`src/rtl/codec_mm_slave.sv`:
```
// codec_mm_slave: Avalon-MM slave between the system bus and the WM8731
// audio datapath. It provides an I2C command register, a status word,
// DAC/ADC sample FIFOs with waitrequest back-pressure, and burst tracking.
// Optional feature macro: CODEC_MM_SLAVE_IRQ_EN builds the IRQ flag/mask
// registers and drives slave_irq; without it, slave_irq is tied low.
module codec_mm_slave #(
  parameter int DATA_W  = 32,
  parameter int FIFO_AW = 3,
  parameter int TX_LOW  = 2,
  parameter int RX_HIGH = 6
) (
  input  logic              Clk,
  input  logic              Rst_n,
  input  logic              slave_chipselect,
  input  logic              slave_read,
  input  logic              slave_write,
  input  logic [2:0]        slave_address,
  input  logic [DATA_W-1:0] slave_writedata,
  output logic [DATA_W-1:0] slave_readdata,
  output logic              slave_waitrequest,
  input  logic              slave_beginbursttransfer,
  input  logic [7:0]        slave_burstcount,
  output logic              slave_irq,
  output logic [23:0]       i2c_packet,
  output logic              i2c_start,
  input  logic              i2c_idle,
  output logic [DATA_W-1:0] dac_data,
  output logic              dac_valid,
  input  logic              dac_ready,
  input  logic [DATA_W-1:0] adc_data,
  input  logic              adc_valid
);

  localparam int DEPTH = 1 << FIFO_AW;

  localparam logic [1:0] ST_IDLE   = 2'd0;
  localparam logic [1:0] ST_RBURST = 2'd1;
  localparam logic [1:0] ST_WBURST = 2'd2;

  localparam logic [FIFO_AW:0] TX_LOW_L  = (FIFO_AW+1)'(TX_LOW);
  localparam logic [FIFO_AW:0] RX_HIGH_L = (FIFO_AW+1)'(RX_HIGH);

  // Burst tracking state
  logic [1:0] state_q, state_d;
  logic [7:0] bcnt_q, bcnt_d;
  logic [2:0] baddr_q, baddr_d;
  logic [7:0] cnt_eff;
  logic       burst_go;

  // Bus decode
  logic [2:0] addr_eff;
  logic       rd_req, wr_req, wait_c, rd_acc, wr_acc, beat_acc;

  // TX (DAC) FIFO
  logic [DATA_W-1:0]  tx_mem [DEPTH];
  logic [FIFO_AW:0]   tx_wp_q, tx_rp_q, tx_level;
  logic               tx_empty, tx_full, tx_push, tx_pop;

  // RX (ADC) FIFO
  logic [DATA_W-1:0]  rx_mem [DEPTH];
  logic [FIFO_AW:0]   rx_wp_q, rx_rp_q, rx_level;
  logic               rx_empty, rx_full, rx_push, rx_pop, rx_drop;
  logic [DATA_W-1:0]  rx_head;

  // I2C command and sticky overrun status
  logic [23:0] i2c_pkt_q;
  logic        i2c_start_q, i2c_cmd_wr;
  logic        ovr_q;

  logic        tx_low_c, rx_high_c;
  logic [19:0] status_c;

  // During a burst the address latched on the first beat steers every beat,
  // so FIFO streaming keeps hitting the same port.
  assign addr_eff = (state_q == ST_IDLE) ? slave_address : baddr_q;
  assign rd_req   = slave_chipselect & slave_read;
  assign wr_req   = slave_chipselect & slave_write;

  // Waitrequest: I2C command while the master is busy, DAC push while TX is
  // full with no pop this cycle, ADC pop while RX is empty.
  always_comb begin
    wait_c = 1'b0;
    if (wr_req) begin
      case (addr_eff)
        3'd0:    wait_c = !i2c_idle;
        3'd2:    wait_c = tx_full & !tx_pop;
        default: wait_c = 1'b0;
      endcase
    end
    if (rd_req && addr_eff == 3'd3)
      wait_c = wait_c | rx_empty;
  end

  assign slave_waitrequest = wait_c;
  assign rd_acc   = rd_req & !wait_c;
  assign wr_acc   = wr_req & !wait_c;
  assign beat_acc = rd_acc | wr_acc;

  // FIFO levels and flags; the extra pointer MSB separates full from empty.
  assign tx_level = tx_wp_q - tx_rp_q;
  assign tx_empty = (tx_wp_q == tx_rp_q);
  assign tx_full  = tx_level[FIFO_AW];
  assign rx_level = rx_wp_q - rx_rp_q;
  assign rx_empty = (rx_wp_q == rx_rp_q);
  assign rx_full  = rx_level[FIFO_AW];

  assign tx_pop   = !tx_empty & dac_ready;
  assign tx_push  = wr_acc & (addr_eff == 3'd2);
  assign rx_pop   = rd_acc & (addr_eff == 3'd3);
  // A full RX still takes a sample when the bus pops in the same cycle.
  assign rx_push  = adc_valid & (!rx_full | rx_pop);
  assign rx_drop  = adc_valid & rx_full & !rx_pop;

  assign dac_valid = !tx_empty;
  assign dac_data  = tx_empty ? '0 : tx_mem[tx_rp_q[FIFO_AW-1:0]];
  assign rx_head   = rx_mem[rx_rp_q[FIFO_AW-1:0]];

  assign i2c_cmd_wr = wr_acc & (addr_eff == 3'd0);
  assign i2c_packet = i2c_pkt_q;
  assign i2c_start  = i2c_start_q;

  assign tx_low_c  = (tx_level <= TX_LOW_L);
  assign rx_high_c = (rx_level >= RX_HIGH_L);

  assign status_c = {8'(rx_level), 8'(tx_level), ovr_q, rx_empty, tx_full, i2c_idle};

  // FIFO storage holds data only; the pointers alone define occupancy.
  always_ff @(posedge Clk) begin
    if (tx_push) tx_mem[tx_wp_q[FIFO_AW-1:0]] <= slave_writedata;
    if (rx_push) rx_mem[rx_wp_q[FIFO_AW-1:0]] <= adc_data;
  end

  // FIFO pointers, I2C command register and sticky overrun status.
  always_ff @(posedge Clk or posedge Rst_n) begin
    if (Rst_n) begin
      tx_wp_q     <= '0;
      tx_rp_q     <= '0;
      rx_wp_q     <= '0;
      rx_rp_q     <= '0;
      i2c_pkt_q   <= '0;
      i2c_start_q <= 1'b0;
      ovr_q       <= 1'b0;
    end else begin
      if (tx_push) tx_wp_q <= tx_wp_q + 1'b1;
      if (tx_pop)  tx_rp_q <= tx_rp_q + 1'b1;
      if (rx_push) rx_wp_q <= rx_wp_q + 1'b1;
      if (rx_pop)  rx_rp_q <= rx_rp_q + 1'b1;
      if (i2c_cmd_wr) i2c_pkt_q <= slave_writedata[23:0];
      i2c_start_q <= i2c_cmd_wr;
      if (rx_drop) ovr_q <= 1'b1;
    end
  end

  // Burst FSM: a begin in IDLE loads the beat count (0 counts as 1); the
  // beat accepted with a count of one returns to IDLE, even on the first beat.
  always_comb begin
    state_d  = state_q;
    bcnt_d   = bcnt_q;
    baddr_d  = baddr_q;
    cnt_eff  = bcnt_q;
    burst_go = 1'b0;
    if (state_q != ST_IDLE && state_q != ST_RBURST && state_q != ST_WBURST)
      state_d = ST_IDLE;
    if (state_q == ST_IDLE && slave_chipselect && slave_beginbursttransfer &&
        (slave_read || slave_write)) begin
      burst_go = 1'b1;
      cnt_eff  = (slave_burstcount == 8'd0) ? 8'd1 : slave_burstcount;
      baddr_d  = slave_address;
      state_d  = slave_read ? ST_RBURST : ST_WBURST;
      bcnt_d   = cnt_eff;
    end
    if ((state_q == ST_RBURST || state_q == ST_WBURST || burst_go) && beat_acc) begin
      if (cnt_eff == 8'd1) state_d = ST_IDLE;
      else                 bcnt_d  = cnt_eff - 8'd1;
    end
  end

  // Burst state register; reset abandons any burst in progress.
  always_ff @(posedge Clk or posedge Rst_n) begin
    if (Rst_n) begin
      state_q <= ST_IDLE;
      bcnt_q  <= '0;
      baddr_q <= '0;
    end else begin
      state_q <= state_d;
      bcnt_q  <= bcnt_d;
      baddr_q <= baddr_d;
    end
  end

`ifdef CODEC_MM_SLAVE_IRQ_EN
  logic [3:0] flags_q, flags_d, mask_q, mask_d, set_c;
  logic       idle_q;

  assign set_c = {rx_drop, i2c_idle & ~idle_q, rx_high_c, tx_low_c};

  // Sticky flags with write-one-to-clear; a new set beats a same-cycle clear.
  always_comb begin
    flags_d = flags_q;
    mask_d  = mask_q;
    if (wr_acc && addr_eff == 3'd4) flags_d = flags_q & ~slave_writedata[3:0];
    if (wr_acc && addr_eff == 3'd5) mask_d  = slave_writedata[3:0];
    flags_d = flags_d | set_c;
  end

  // IRQ flag, mask and I2C idle edge-detect registers.
  always_ff @(posedge Clk or posedge Rst_n) begin
    if (Rst_n) begin
      flags_q <= '0;
      mask_q  <= '0;
      idle_q  <= 1'b0;
    end else begin
      flags_q <= flags_d;
      mask_q  <= mask_d;
      idle_q  <= i2c_idle;
    end
  end

  assign slave_irq = |(flags_q & mask_q);
`else
  // Threshold comparators have no consumer without the IRQ block.
  logic unused_irq_src;
  assign unused_irq_src = &{1'b0, tx_low_c, rx_high_c};
  assign slave_irq = 1'b0;
`endif

  // Read mux; an idle or unselected bus reads as zero.
  always_comb begin
    slave_readdata = '0;
    if (rd_req) begin
      case (addr_eff)
        3'd0: slave_readdata[23:0] = i2c_pkt_q;
        3'd1: slave_readdata[19:0] = status_c;
        3'd3: slave_readdata       = rx_head;
`ifdef CODEC_MM_SLAVE_IRQ_EN
        3'd4: slave_readdata[3:0]  = flags_q;
        3'd5: slave_readdata[3:0]  = mask_q;
`endif
        default: slave_readdata = '0;
      endcase
    end
  end

endmodule

```
`config.mk`:
```
export PLATFORM = sky130hd
export DESIGN_NAME = codec_mm_slave
export DESIGN_NICKNAME = d
export VERILOG_FILES = /design/src/rtl/codec_mm_slave.sv
export SDC_FILE = /design/constraint.sdc
export NUM_CORES = 1
export LEC_CHECK = 0
export CORE_MARGIN = 2
export CORE_UTILIZATION = 58
export CTS_CLUSTER_SIZE = 12
export DETAILED_ROUTE_END_ITERATION = 12
export GPL_TIMING_DRIVEN = 0
export MAX_ROUTING_LAYER = met4
export PLACE_DENSITY = 0.79
export SYNTH_ARGS = -nofsm -noshare
export SYNTH_HDL_FRONTEND = slang
export SYNTH_SLANG_ARGS = --single-unit
```
`constraint.sdc`:
```
create_clock -name Clk -period 7.49 [get_ports Clk]
set_clock_uncertainty 0.1 [all_clocks]
set_input_delay 1.8725 -clock Clk [delete_from_list [all_inputs] [get_ports Clk]]
set_output_delay 1.8725 -clock Clk [all_outputs]
set_load 0.1 [all_outputs]
```
Yosys cells after proc, flatten, opt, wreduce, memory -nomap -nowiden
Memory sizes are Yosys's and may differ from the RTL's.
Index checks and enable logic that the tools add are counted.
- bits in writable memories: 512
- output and inout bits: 92
- bits of input ports: 84
- flip-flop bits (word level): 55
- memories kept: 2
- memory list (name ; depth ; width ; read ports ; clocked after memory_dff ; write ports ; RTL line ; source):
    rx_mem ; 8 ; 32 ; 1 ; 0 ; 1 ; 60 ; logic [DATA_W-1:0] rx_mem [DEPTH];
    tx_mem ; 8 ; 32 ; 1 ; 0 ; 1 ; 55 ; logic [DATA_W-1:0] tx_mem [DEPTH];
- bitwise logic cells: 15
- multiplexer cells: 23
- equality and inequality tests: 10
- reductions and logical operators: 20
- $add $sub $neg: 7
- operators with widths (kind ; count):
    $mux 32 ; 2
    $pmux 20 s3 ; 1
    $mux 8 ; 5
    $add 4x1->4 const B ; 4
    $and 1x1->1 ; 12
    $mux 2 ; 5
    $eq 4x4->1 ; 2
    $eq 8x1->1 const B ; 1
    $logic_not 8->1 ; 1
    $pmux 4 s2 ; 1
    $sub 4x4->4 ; 2
    $sub 8x1->8 const B ; 1
    $logic_and 1x1->1 ; 7
    $mux 1 ; 7
    $eq 3x2->1 const B ; 2
    $logic_not 1->1 ; 6
    $eq 3x1->1 const B ; 1
    $logic_not 3->1 ; 1
    $logic_or 1x1->1 ; 3
    $mux 3 ; 1
    $or 1x1->1 ; 3
    $eq 2x1->1 const B ; 1
    $eq 2x2->1 const B ; 1
    $logic_not 2->1 ; 1
    4 further kinds ; 4

Logic depth before layout (Yosys ltp)
Gate-level depths: netlist of run 1.
- depth after elaboration: 16
- gate-level depth with buffers: 12

Worst setup path before layout of run 1
No wires, ideal clock.
- kind: in2out
- start point: in slave_address[0]
- end point: out slave_readdata[15]
- stages on the path: 4
- data arrival time: 5.219 ns
- path buffers: 1
- slack: 0.299 ns
- required time: 5.517 ns
- cell sequence: mux2i_1 > clkbuf_1 > a21oi_1 > o32ai_1
- word-level cells in the longest chain between the ends: 4
- ends and longest elaborated chain (element ; RTL line ; source):
    start: declaration ; 17 ; input logic [2:0] slave_address,
    $mux 3 (*) ; 75 ; assign addr_eff = (state_q == ST_IDLE) ? slave_address : baddr_q;
    $eq 3x2->1, or another cell as far along ; 231 ; case (addr_eff)
    $pmux 20 s3 (*) ; 231 ;
    $mux 32 (*) ; 230 ; if (rd_req) begin
    end: declaration ; 19 ; output logic [DATA_W-1:0] slave_readdata,
Mark *: on every way between the ends. The rest lies on a longest branch, timed or not.

Worst setup path after layout of run 1
- start point: in slave_address[0]
- end point: out slave_readdata[6]
Same word-level chain as after synthesis.

==> flow_summary.yaml, run 1 <==
run_status:
  status: "complete, no violations"
placed_design:
  gp_congestion: 0.884
  portBuffers: 174
  dpl_worst_slack_ns: 0.00615
  placed_cell_area_um2: 25800
  dp.cells: 1982
  hpwl_um: 37000
logic_synthesis:
  post_synth.cell_area_avg_um2: 18.5
  syn-instance-count: 1226
  ys_ff_latch: 567
  netlist.area_leader.share_pct: 67.7
  yosysTopAreaCell: "edfxtp_1"
  ys_seq_area_share_pct: 73.8
  synth.distinct_cells: 54
  synthTopCellsByArea: "edfxtp_1, mux4_2, dfrtp_1"
  syn-cell-area_um2: 22700
  ys.flop_type: "edfxtp_1"
  yosysWarnings: 0
  async_flop_share_pct: 9.70
  syn-num-nets: 1327
  synth_edf_count: 512
sta:
  hold_viol: 0
  tightest_slew_ns: 1.10
  fmax_mhz: 138
  period_share_pct: 97.0
  slew_viol_final: 0
  rsz0062_at_grt: "false"
  slew_headroom_pct: 26.2
  min_period_ns: 7.26
  setup_slack_ns: 0.225
  setup_viol: 0
  whs_ns: 0.367
  setup_tns_ns: 0
floorplan:
  io_pins: 176
  row_count: 72
  start_util_pct: 58.7
  die_w_um: 202
  dieArea_um2: 40700
  coreArea_um2: 38600
  dieHeight_um: 202
drt:
  first_pass_iters: 5
  dr_total_vias: 12800
  drt-total-wl_um: 54000
  drc: 0
  vias_per_cell: 6.14
  dr.first_iter.drc_count: 1280
  ant_nets: 0
  wire_per_inst_um: 25.9
worst_setup_path:
  path_max_fanout: 10
  cp_cell_sequence: "clkdlybuf4s50_1 > mux2i_2 > clkbuf_1 > a21oi_1 > o22a_1 > nor2_1 > clkdlybuf4s50_1"
  crit_path_top_delay_cell: "clkdlybuf4s50_1"
  crit_type: "input port to output port"
  crit_path_max_incr_delay_ns: 1.21
  crit_path_start_kind: "input port"
  r2r_start: "rx_rp_q[1]"
  crit_family: "buffers and inverters"
  ff2ff_path_depth: 13
  cp-end-kind: "output port"
  arrival_ns: 5.29
  cp.required_ns: 5.52
  cp_num_buf_inv: 3
  rrSetupSlack_ns: 2.55
  reg2reg_to: "rx_mem[5][4]"
  path_common_cell: "clkdlybuf4s50_1"
clock_network:
  htree_num_levels: 2
  clk_path_buf_depth: 3
  cts.reportedPaths.clkPinSlew_ns: 0.06
  clock_sinks: 567
  cts_tree: "yes"
  post_cts_buffers: 0
  insertion_delay_ns: 0.61
  cts_buffers: 56
  hold_buffers: 0
  root_buffer: "clkbuf_16"
pwr:
  seq_power_share_pct: 34.4
  powerDensity_nw_per_um2: 425
  p_leak_nw: 9.38
  intPower_mw: 6.86
  p_total_mw: 11.7
  comb_power_share_pct: 43.4
  power_switching_share_pct: 41.3
  vdd_drop_max_uv: 278
  switching_power_mw: 4.83
  pwr-share-clk_pct: 22.2
final_layout:
  fin_nets: 1623
  regArea_um2: 16800
  drive_above_1_share_pct: 19.9
  fin_cells: 2084
  multiInputGateArea_um2: 5700
  n_fill_cell: 2310
  final_util_pct: 71.2
  stdcell_area_um2: 27500
  area_growth_pct: 21.3
grt:
  grt.overflow.total: 0
  grt_pass1_wl_um: 80200
  grt_pass1_vias: 13000
  grt_start_max_net_pins: 42
  antenna_found_initial: 1
  globalRouteTotalUtil_pct: 27.6
job:
  drv_cap: 0
worst_hold_path:
  hold_end: "ovr_q"
  hold_class: "register to register"
  hp-start: "ovr_q"
  hold_path_depth: 1
==> power by group through the flow <==
| stage | sequential, mW | clock (mW) | combinational, mW |
|---|---|---|---|
| after CTS | 4.01 | 2.63 | 5.10 |
| after global placement | 4.08 | 0 | 4.89 |
| after detailed placement | 4.07 | 0 | 5.07 |
| after floorplan | 4.47 | 0 | 3.27 |
| final | 4.02 | 2.60 | 5.07 |
| after global routing | 4.04 | 2.76 | 5.33 |
==> synth_stat cells, types with 2 or more instances <==
library cell,instances
or4_1,3
and2_1,3
nand4_1,6
edfxtp_1,512
buf_6,2
nor2_1,39
xor2_1,7
a41o_1,2
nand2_1,137
nor3_1,12
mux2_1,20
nor4_1,8
o211ai_1,3
dfrtp_1,55
or3_1,4
mux2_2,7
a21oi_1,88
nand3_1,7
a21o_1,3
inv_1,19
nor2b_1,4
mux2i_1,25
xnor2_1,10
o31ai_1,2
ha_1,15
o22a_1,9
buf_1,4
mux4_2,128
nand2b_1,2
o21ai_0,10
o2111ai_1,2
buf_2,15
or2_2,2
clkbuf_1,40
fa_1,2
==> layout by cell type, fill, tap and decap left out, types with 6 or more instances in the layout <==
| cell | n |
|---|---|
| dfrtp_1 | 55 |
| inv_1 | 18 |
| ha_1 | 15 |
| buf_4 | 29 |
| clkbuf_16 | 57 |
| buf_2 | 15 |
| clkbuf_1 | 69 |
| o21ai_0 | 10 |
| mux2_1 | 20 |
| o22a_1 | 9 |
| mux4_2 | 128 |
| xnor2_1 | 10 |
| mux2i_1 | 24 |
| a21oi_1 | 88 |
| nor4_2 | 6 |
| edfxtp_1 | 512 |
| clkdlybuf4s50_1 | 173 |
| xor2_1 | 7 |
| nand3_1 | 7 |
| nand2_1 | 137 |
| nor2_1 | 38 |
| nor3_2 | 9 |
| mux2_2 | 7 |
| buf_6 | 32 |
| clkinv_2 | 6 |
| nand4_1 | 6 |
==> routing by layer <==
layer | routed length, um | global-route usage [%]
met1 | 20800 | 36.5
met2 | 27500 | 44.4
met3 | 4100 | 3.95
met4 | 1610 | 9.90
met5 | 0 | -
==> flip-flops by register name (all words and copies together) (netlist names) <==
name,count
tx_wp_q,4
ovr_q,1
tx_mem,256
i2c_packet,24
tx_rp_q,4
i2c_start,1
rx_rp_q,4
baddr_q,3
state_q,2
bcnt_q,8
rx_mem,256
rx_wp_q,4
==> layout make-up <==
type / instances / area share [%]
diodes: 1 / 0.00909
well taps: 518 / 2.35
repair buffers: 238 / 8.69
clock inverters: 12 / 0.409
inverters: 20 / 0.273
multi-input cells: 577 / 20.7
flip-flops and latches: 567 / 60.8
plain buffers: 62 / 0.982
clock buffers: 89 / 5.73
==> worst reg2reg max path, cell delays in order, from the launching register on <==
cell	delay (ns)
dfrtp_1	0.44
clkbuf_1	0.53
clkbuf_1	0.68
inv_1	0.18
ha_1	0.35
nor2b_1	0.14
o21ai_0	0.11
a21oi_1	0.36
or2_2	0.20
o211ai_1	0.17
nor3_2	0.81
buf_6	0.28
buf_8	0.17
buf_8	0.16
==> worst max path at each step <==
stage / startpoint / endpoint / cells after the start
after floorplan: slave_address[0] / slave_readdata[15] / 4
after CTS: slave_address[0] / slave_readdata[15] / 6
after detailed placement: slave_address[0] / slave_readdata[15] / 6
final: slave_address[0] / slave_readdata[6] / 7
after global routing: tx_rp_q[1] / dac_data[22] / 9
after global placement: slave_address[2] / tx_mem[4][10] / 7
==> kinds of logic (layout without fill, tap and decap cells) <==
| kind of cell | Yosys count | after routing | synth area share, % |
|---|---|---|---|
| AND/OR/NAND/NOR | 236 | 236 | 4.63 |
| other | 1 | 2 | 0.0165 |
| multiplexers | 180 | 180 | 15.1 |
| adder cells (fa/ha/maj) | 17 | 17 | 1.00 |
| AO/OA/AOI/OAI | 126 | 126 | 3.25 |
| flip-flops | 567 | 567 | 73.8 |
| buffers and inverters | 82 | 421 | 1.52 |
| XOR/XNOR | 17 | 17 | 0.656 |
==> timing repair <==
item | CTS | global route
hold endpoints to repair | 0 | 0
resized for setup | 0 | 2
endpoints found under the setup margin | 0 | 3
No activity file was read; power rests on OpenSTA's default activity.
==> run 2: changes to the inputs <==
CTS_BUF_LIST = sky130_fd_sc_hd__clkbuf_8 sky130_fd_sc_hd__clkbuf_16   (was unset)
==> flow_summary.yaml, run 2 (synthesis gave the netlist of run 1 again) <==
run_status:
  status: "complete, no violations"
job:
  drv_cap: 0
final_layout:
  area_growth_pct: 21.3
  drive_above_1_share_pct: 19.9
  fin_nets: 1623
  final_common_cell: "edfxtp_1"
  layout_common_cells: "edfxtp_1, clkdlybuf4s50_1, nand2_1"
  n_fill_cell: 2311
  stdcell_area_um2: 27500
pwr:
  p_total_mw: 11.7
  p_leak_nw: 9.50
  vdd_drop_max_uv: 278
  powerDensity_nw_per_um2: 423
placed_design:
  placed_cell_area_um2: 25800
  portBuffers: 174
  gp_congestion: 0.884
  hpwl_um: 37000
drt:
  vias_per_cell: 6.10
  wire_per_inst_um: 25.8
  dr.first_iter.drc_count: 1299
  first_pass_iters: 5
  dr_total_vias: 12700
  ant_nets: 0
  drt-total-wl_um: 53900
  drc: 0
worst_hold_path:
  hold_class: "register to register"
  hp-start: "ovr_q"
  hold_path_depth: 1
  hold_end: "ovr_q"
grt:
  grt_use_met2_pct: 44.4
  grtUsageMet1_pct: 36.5
  top_usage_layer: "met2"
  grt_pass1_vias: 13000
  met3_usage_pct: 3.95
  globalRouteTotalUtil_pct: 27.6
  antenna_found_initial: 1
  grt.overflow.total: 0
  grt_pass1_wl_um: 80200
  grt_start_max_net_pins: 42
worst_setup_path:
  crit_path_start_kind: "input port"
  ff2ff_path_depth: 13
  path_max_fanout: 10
  rrSetupSlack_ns: 2.56
  reg2reg_to: "rx_mem[5][31]"
  cp-end-kind: "output port"
  crit_type: "input port to output port"
  r2r_start: "rx_rp_q[1]"
  cp.required_ns: 5.52
  arrival_ns: 5.31
clock_network:
  cts.reportedPaths.clkPinSlew_ns: 0.06
  htree_num_levels: 2
  clock_sinks: 567
  cts_buffers: 56
  root_buffer: "clkbuf_16"
  insertion_delay_ns: 0.61
  clk_path_buf_depth: 3
  cts_tree: "yes"
sta:
  setup_tns_ns: 0
  setup_viol: 0
  period_share_pct: 97.2
  tightest_slew_ns: 1.11
  rsz0062_at_grt: "false"
  whs_ns: 0.366
  hold_viol: 0
  slew_headroom_pct: 25.9
  fmax_mhz: 137
  slew_viol_final: 0
  min_period_ns: 7.28
floorplan:
  start_util_pct: 58.7
  row_count: 72
  dieArea_um2: 40700
  coreArea_um2: 38600
  dieHeight_um: 202
  die_w_um: 202
  io_pins: 176
==> run 2: cell count changes in the layout (fill, tap and decap cells not counted) <==
cell	change
clkbuf_1	-29
inv_1	+29
diode_2	+1
==> run 2: per-layer routing <==
layer | vias up | part of all wire, %
li1 | 5463 | -
met1 | 6585 | 39
met2 | 581 | 51
met3 | 94 | 7.2
met4 | 0 | 2.9
met5 | - | 0
==> run 2: report_power, final <==
group	internal, mW	switching (mW)
clock network	1.44	1.13
registers	3.79	0.229
logic	1.59	3.47
total	6.82	4.83
==> run 2: worst max path at each step <==
stage / from / to / slack [ns] / cells past startpoint
final: slave_address[0] / slave_readdata[6] / 0.21 / 7
after global routing: tx_rp_q[1] / dac_data[22] / 0.16 / 9
after CTS: slave_address[0] / slave_readdata[15] / 0.002 / 6
after detailed placement: slave_address[0] / slave_readdata[15] / 0.006 / 6
after global placement: slave_address[2] / tx_mem[4][10] / -3.06 / 7
after floorplan: slave_address[0] / slave_readdata[15] / 0.30 / 4
==> run 2: stage by stage <==
step           std cells  util [%]  worst slack, ns
4_1_cts             2083      71.2          0.00175
3_3_place_gp        1918      64.9            -3.06
5_1_grt             2084      71.2            0.160
6_report            2085      71.2            0.211
2_1_floorplan       1226         -            0.299
3_5_place_dp        1982      66.8          0.00615
==> run 2: timing repair <==
item                       in CTS  in global routing
hold buffers                    0                  0
resized for setup               0                  2
setup endpoints to repair       0                  3
buffers inserted                0                  0
==> run 2: cell type report <==
cell class,instances,area (um2),area share [%]
diodes,2,5.00,0.0182
flip-flops and latches,567,16800,60.8
plain buffers,62,270,0.982
repair buffers,238,2390,8.69
clock inverters,41,221,0.804
clock buffers,60,1470,5.33
multi-input cells,577,5700,20.7
well taps,518,648,2.35
inverters,20,75.1,0.273
==> run 2: worst max-delay path, stage by stage <==
cell             delay [ns]
clkdlybuf4s50_1        0.52
mux2i_2                0.62
clkbuf_1               0.45
a21oi_1                0.16
o22a_1                 0.21
nor2_1                 0.26
clkdlybuf4s50_1        1.21
==> run 3: changes to the inputs <==
SLEW_MARGIN = 20   (was unset)
==> flow_summary.yaml, run 3 (synthesis gave the netlist of run 1 again) <==
worst_setup_path:
  reg2reg_to: "tx_mem[5][10]"
  path_common_cell: "clkdlybuf4s50_1"
  rrSetupSlack_ns: 2.76
  ff2ff_path_depth: 13
  path_max_fanout: 10
  crit_type: "input port to output port"
  r2r_start: "tx_rp_q[1]"
  cp_cell_sequence: "clkdlybuf4s50_1 > mux2i_2 > clkbuf_1 > a21oi_1 > o32ai_1 > clkdlybuf4s50_1"
  crit_path_max_incr_delay_ns: 1.21
  cp-end-kind: "output port"
  cp.required_ns: 5.52
  arrival_ns: 5.30
  crit_path_start_kind: "input port"
  cp_num_buf_inv: 3
  crit_path_top_delay_cell: "clkdlybuf4s50_1"
  crit_family: "buffers and inverters"
sta:
  fmax_mhz: 137
  min_period_ns: 7.28
  slew_headroom_pct: 24.5
  rsz0062_at_grt: "false"
  setup_tns_ns: 0
  period_share_pct: 97.2
  tightest_slew_ns: 1.13
  slew_viol_final: 0
  setup_viol: 0
  hold_viol: 0
drt:
  wire_per_inst_um: 25.8
  first_pass_iters: 5
  vias_per_cell: 6.14
  drt-total-wl_um: 54300
  dr_total_vias: 12900
  drc: 0
  dr.first_iter.drc_count: 1213
  ant_nets: 0
final_layout:
  regArea_um2: 16800
  n_fill_cell: 2303
  final_util_pct: 71.2
  area_growth_pct: 21.1
  layout_common_cells: "edfxtp_1, clkdlybuf4s50_1, nand2_1"
  final_common_cell: "edfxtp_1"
  fin_nets: 1638
  drive_above_1_share_pct: 20.3
  multiInputGateArea_um2: 5700
job:
  drv_cap: 0
grt:
  grt_pass1_wl_um: 81400
  top_usage_layer: "met2"
  grt_use_met2_pct: 45.8
  grtUsageMet1_pct: 36.3
  globalRouteTotalUtil_pct: 28.0
  grt_pass1_vias: 13100
  antenna_found_initial: 1
  grt.overflow.total: 0
  grt_start_max_net_pins: 56
  met3_usage_pct: 5.16
pwr:
  vdd_drop_max_uv: 273
  powerDensity_nw_per_um2: 422
  p_leak_nw: 9.57
worst_hold_path:
  hold_end: "ovr_q"
  hp-start: "ovr_q"
  hold_path_depth: 1
  hold_class: "register to register"
clock_network:
  clock_sinks: 567
  cts_tree: "yes"
  cts.reportedPaths.clkPinSlew_ns: 0.06
  root_buffer: "clkbuf_16"
  clk_path_buf_depth: 3
  insertion_delay_ns: 0.61
  htree_num_levels: 2
  cts_buffers: 55
floorplan:
  dieHeight_um: 202
  row_count: 72
  io_pins: 176
  coreArea_um2: 38600
  dieArea_um2: 40700
  die_w_um: 202
  start_util_pct: 58.7
placed_design:
  gp_congestion: 0.884
  hpwl_um: 37100
  portBuffers: 174
run_status:
  status: "complete, no violations"
-- run 3: changes by cell type in the layout (fill, tap and decap cells not counted), moves of 2 or more --
cell	change
buf_12	-2
buf_16	+2
buf_2	+22
buf_4	+10
buf_6	-12
buf_8	-4
clkinv_2	-4
inv_1	+10
-- run 3: final cells by class --
class | count | share of cell area [%]
sequential | 567 | 60.9
clock inverter | 46 | 0.810
buffer | 62 | 0.987
inverter | 20 | 0.282
antenna | 1 | 0.00910
tap | 518 | 2.36
multi-input combinational | 577 | 20.7
clock buffer | 58 | 5.20
timing repair buffer | 254 | 8.71
-- run 3: metrics by stage --
stage	total power, mW	cells	hold WS (ns)	worst slack (ns)	cell area [um2]
finish	11.6	2103	0.370	0.213	27500
global route	12.0	2103	0.398	0.113	27500
CTS	11.7	2102	0.375	0.192	27500
detailed placement	9.13	1998	0.347	-0.0192	25800
global placement	8.98	1918	0.343	-3.06	25100
floorplan	7.73	1226	0.327	0.299	22700
-- run 3: how the worst max path moves through the flow --
stage,endpoint,startpoint,cells after the start,slack (ns)
3_3_place_gp,tx_mem[4][10],slave_address[2],7,-3.06
5_1_grt,slave_readdata[15],slave_address[0],6,0.11
2_1_floorplan,slave_readdata[15],slave_address[0],4,0.30
6_report,slave_readdata[15],slave_address[0],6,0.21
3_5_place_dp,slave_readdata[15],slave_address[0],6,-0.02
4_1_cts,slave_readdata[15],slave_address[0],6,0.19
-- run 3: where the power goes --
group,internal (mW),switching (mW),total [mW]
Combinational,1.59,3.48,5.08
Clock,1.40,1.11,2.51
Sequential,3.79,0.228,4.02
-- run 3: metal layers --
metal	part of all wire, %	wire [um]
met1	37	20300
met2	51	27700
met3	8.5	4640
met4	3.1	1660
met5	0	0
-- run 3: what timing repair did --
item / 4_1_cts / 5_1_grt
endpoints found under the setup margin: 2 / 0
hold buffers: 0 / 0
hold endpoints to repair: 0 / 0
resized for setup: 1 / 0
setup buffers: 0 / 0
